[config.mk]
export PLATFORM = sky130hd
export DESIGN_NAME = status_branch_unit
export DESIGN_NICKNAME = d
export VERILOG_FILES = /design/src/rtl/status_branch_unit.sv
export SDC_FILE = /design/constraint.sdc
export NUM_CORES = 1
export LEC_CHECK = 0
export CORE_AREA = 3 3 50 52
export CTS_CLUSTER_SIZE = 28
export DETAILED_ROUTE_END_ITERATION = 6
export DIE_AREA = 0 0 53 55
export PLACE_DENSITY_LB_ADDON = 0.25
export SYNTH_ARGS = -nofsm -noshare
export SYNTH_HDL_FRONTEND = slang
export SYNTH_SLANG_ARGS = --single-unit
[constraint.sdc]
create_clock -name clk -period 2.1 [get_ports clk]
set_input_delay 0.63 -clock clk [delete_from_list [all_inputs] [get_ports clk]]
set_output_delay 0.63 -clock clk [all_outputs]
set_load 0.03 [all_outputs]
[src/rtl/status_branch_unit.sv]
// Status register, sticky overflow and status-based branch decode behind the ALU.
// Define STATUS_TRAP_EN to build the overflow-trap FSM, the epc register and the trap handshake.
module status_branch_unit #(
   parameter int PC_W = 32
) (
   input  logic            clk,
   input  logic            reset,
   input  logic            alu_n,
   input  logic            alu_v,
   input  logic            alu_z,
   input  logic            flag_we,
   input  logic            ovf_trap,
   input  logic [PC_W-1:0] pc,
   input  logic [2:0]      br_op,
   input  logic            clr_sov,
   input  logic            trap_ack,
   output logic            stat_n,
   output logic            stat_v,
   output logic            stat_z,
   output logic            sov,
   output logic            br_taken,
   output logic            trap_req,
   output logic            stall,
   output logic [PC_W-1:0] epc
);

   typedef struct packed {
      logic n;
      logic v;
      logic z;
   } flags_t;

   flags_t stat_q, stat_d;
   logic   sov_q, sov_d;

   always_comb begin
      stat_d = stat_q;
      if (flag_we) stat_d = '{n: alu_n, v: alu_v, z: alu_z};
      sov_d = sov_q;
      if (clr_sov) sov_d = 1'b0;
      if (flag_we && alu_v) sov_d = 1'b1;  // set beats clear
   end

   always_ff @(posedge clk) begin
      if (reset) begin
         stat_q <= '0;
         sov_q  <= 1'b0;
      end else begin
         stat_q <= stat_d;
         sov_q  <= sov_d;
      end
   end

   assign stat_n = stat_q.n;
   assign stat_v = stat_q.v;
   assign stat_z = stat_q.z;
   assign sov    = sov_q;

   // Decodes registered flags only: a same-cycle write is not bypassed.
   always_comb begin
      br_taken = 1'b0;
      case (br_op)
         3'b000: br_taken = 1'b0;
         3'b001: br_taken = stat_q.z;
         3'b010: br_taken = ~stat_q.z;
         3'b011: br_taken = stat_q.n;
         3'b100: br_taken = ~stat_q.n & ~stat_q.z;
         3'b101: br_taken = stat_q.v;
         3'b110: br_taken = sov_q;
         default: br_taken = 1'b1;
      endcase
   end

`ifdef STATUS_TRAP_EN
   typedef enum logic [1:0] {IDLE, REQ, DRAIN} state_t;

   state_t          state_q, state_d;
   logic [PC_W-1:0] epc_q, epc_d;
   logic            trap_req_q, trap_req_d;
   logic            stall_q, stall_d;
   logic            trap_evt;

   assign trap_evt = flag_we & ovf_trap & alu_v;

   always_comb begin
      state_d = state_q;
      epc_d   = epc_q;
      case (state_q)
         IDLE: if (trap_evt) begin
            state_d = REQ;
            epc_d   = pc;
         end
         REQ:     if (trap_ack) state_d = DRAIN;
         DRAIN:   state_d = IDLE;
         default: state_d = IDLE;
      endcase
      trap_req_d = (state_d == REQ);
      stall_d    = (state_d == REQ);
   end

   always_ff @(posedge clk) begin
      if (reset) begin
         state_q    <= IDLE;
         epc_q      <= '0;
         trap_req_q <= 1'b0;
         stall_q    <= 1'b0;
      end else begin
         state_q    <= state_d;
         epc_q      <= epc_d;
         trap_req_q <= trap_req_d;
         stall_q    <= stall_d;
      end
   end

   assign trap_req = trap_req_q;
   assign stall    = stall_q;
   assign epc      = epc_q;
`else
   logic unused_trap_in;
   assign unused_trap_in = ^{ovf_trap, trap_ack, pc};

   assign trap_req = 1'b0;
   assign stall    = 1'b0;
   assign epc      = '0;
`endif

endmodule

==> run metrics <==
Filler Cell Count 243; DR DRC count 0; CORE AREA 0.00215 mm^2; CTS Root Cell clkbuf_4; Routed WL 752 um; Worst Setup Start Kind primary input; Final Max Slew Viols 0; DR pass1 iterations 1; Synth Register Bits 4; hold-fix buffers at CTS 0; layout cells sized above 1 10.7%; Critical Path RT 1.47 ns; Post-Syn Area per Cell 7.87 um^2; Synth Flop Type dfxtp_1; area leader, netlist buf_4; global-route wire length before repair 1.04 mm; TritonCTS buffer count 3; dpl cells 100; Max clock buf depth 2; Final #Nets 121; chip width 53 um; register area 80.1 um^2; Final Skew 0 ns; Setup TNS 0 ns; Final Cycle Share 96.6%; sequential area share after synthesis 17.3%; num rows 17; gpl congestion 0.648; Non-Filler Instances 103; Yosys cell types 15; Worst Hold Depth 2; Post-synth top cells buf_4, dfxtp_1, nand2b_1; status finished clean; Syn-to-layout area delta 14.0%; Worst setup EP type output port; WP data arrival 1.40 ns; minimum clock period 2.03 ns; synthesized area 464 um^2; TritonCTS clock tree yes; R2R depth 2; die area 0.00292 mm^2; Worst-path clk slew 0.04 ns; antenna violations before repair 0; I/O Buffers 14; Ant. Diodes 0; vias in the first global route 261; Pwr per Cell Area 606 mW/mm^2; Post-synth EDFFs 0; Peak supply drop 197 uV; GR Util All Layers 5.21%; cells taking the most area after synthesis buf_4, dfxtp_1, nand2b_1, mux2i_1, a211oi_2; vias per cell 3.10; final number of setup-violating endpoints 0; final HPWL from detailed placement 661 um; top-count cell post-synth buf_4; Synth Instances 59; initial detailed-routing violation count 0; RSZ-0062 raised after global routing no; Max-Cap Viols 0; Setup Buffers After CTS 0; highest clock rate 493 MHz; GRT overflow 0; Hold Vio Cnt, Final 0; WHS 0.497 ns; wire per inst 7.30 um; Post-DRT Antenna Nets 0; Via Count 319; share of flip-flops with an asynchronous set or reset 0%; CP max FO 5; post-synth top area share 55.0%; clock sink count 4; clock latency at the later pin of the worst-skew pair 0.23 ns; Initial Util 21.6%; Hold WC Path Type flip-flop to flip-flop; H-tree depth 1; pin count of the biggest net entering global routing 6; multi-input combinational cell area 254 um^2; leakage power 0.259 nW; die height 55 um; Layout Utilization 24.6%; crit path kind primary input to output port; Ports 83; Ys Warns 0
==> cells in the final DEF, fill, tap and decap left out <==
| master | n |
|---|---|
| a211oi_2 | 1 |
| a21oi_1 | 2 |
| a31oi_1 | 1 |
| buf_4 | 1 |
| clkbuf_2 | 1 |
| clkbuf_4 | 3 |
| clkdlybuf4s15_1 | 1 |
| clkdlybuf4s15_2 | 1 |
| clkdlybuf4s50_1 | 10 |
| conb_1 | 34 |
| dfxtp_1 | 4 |
| inv_1 | 1 |
| mux2i_1 | 2 |
| nand2_1 | 2 |
| nand2b_1 | 4 |
| nand3_1 | 1 |
| nand4bb_1 | 1 |
| nor2_1 | 3 |
| nor3_1 | 1 |
| o31ai_2 | 1 |
==> per-stage QoR <==
stage               worst slack (ns)  total power, W  area (um^2)
finish                        0.0711        0.000321          529
global route                  0.0149        0.000338          529
CTS                         0.000935        0.000324          528
detailed placement            -0.296        0.000229          505
global placement              -0.277        0.000229          505
floorplan                      0.187        0.000242          588
==> where the power goes <==
| part | internal [W] | total (W) | switching, W |
|---|---|---|---|
| registers | 0.0000809 | 0.0000854 | 0.00000457 |
| clock network | 0.0000637 | 0.0000925 | 0.0000287 |
| logic | 0.0000327 | 0.000143 | 0.000110 |
| total | 0.000177 | 0.000321 | 0.000144 |
==> path summary, 6_finish.rpt <==
kind | from | endpoint | slack, ns
setup / recovery | br_op[1] | br_taken | 0.07
hold / removal | sov$_SDFFE_PP0P_ | sov$_SDFFE_PP0P_ | 0.50
setup reg to reg | stat_z$_SDFFE_PP0P_ | stat_z$_SDFFE_PP0P_ | 1.46
hold reg to reg | sov$_SDFFE_PP0P_ | sov$_SDFFE_PP0P_ | 0.50
==> layer usage <==
metal  track usage (%)  up-vias  wire length, um
li1                  -      155                -
met1              5.75      128              288
met2              7.02       36              275
met3              2.68        0              188
met4              5.11        0                0
met5                 0        -                0
==> what timing repair did <==
item                                    CTS  global route
pin swaps                                 1             2
gates resized for setup                   6             3
endpoints found under the setup margin    1             1
==> final cells by class <==
class / instances / area share [%]
sequential: 4 / 15.1
inverter: 1 / 0.709
multi-input combinational: 53 / 48.0
timing repair buffer: 14 / 25.3
clock buffer: 3 / 4.26
tap: 28 / 6.62
==> sequential cells by signal, summed over array words and instances, names as in the netlist <==
signal and flops:
stat_v 1, sov 1, stat_z 1, stat_n 1
==> kinds of logic (layout without fill, tap and decap cells) <==
family | after synthesis | in the layout | synth area share, %
AOI/OAI and AO/OA | 5 | 5 | 7.82
buffers and inverters | 35 | 18 | 55.8
DFF | 4 | 4 | 17.3
muxes | 2 | 2 | 4.31
other | 1 | 34 | 0.808
and+or+nand+nor | 12 | 12 | 14.0
==> critical path, cell delays in order <==
cell and delay, ns:
clkdlybuf4s15_2 0.22, nand2b_1 0.08, nand3_1 0.09, a211oi_2 0.19, buf_4 0.19
No activity file was read; power rests on OpenSTA's default activity.
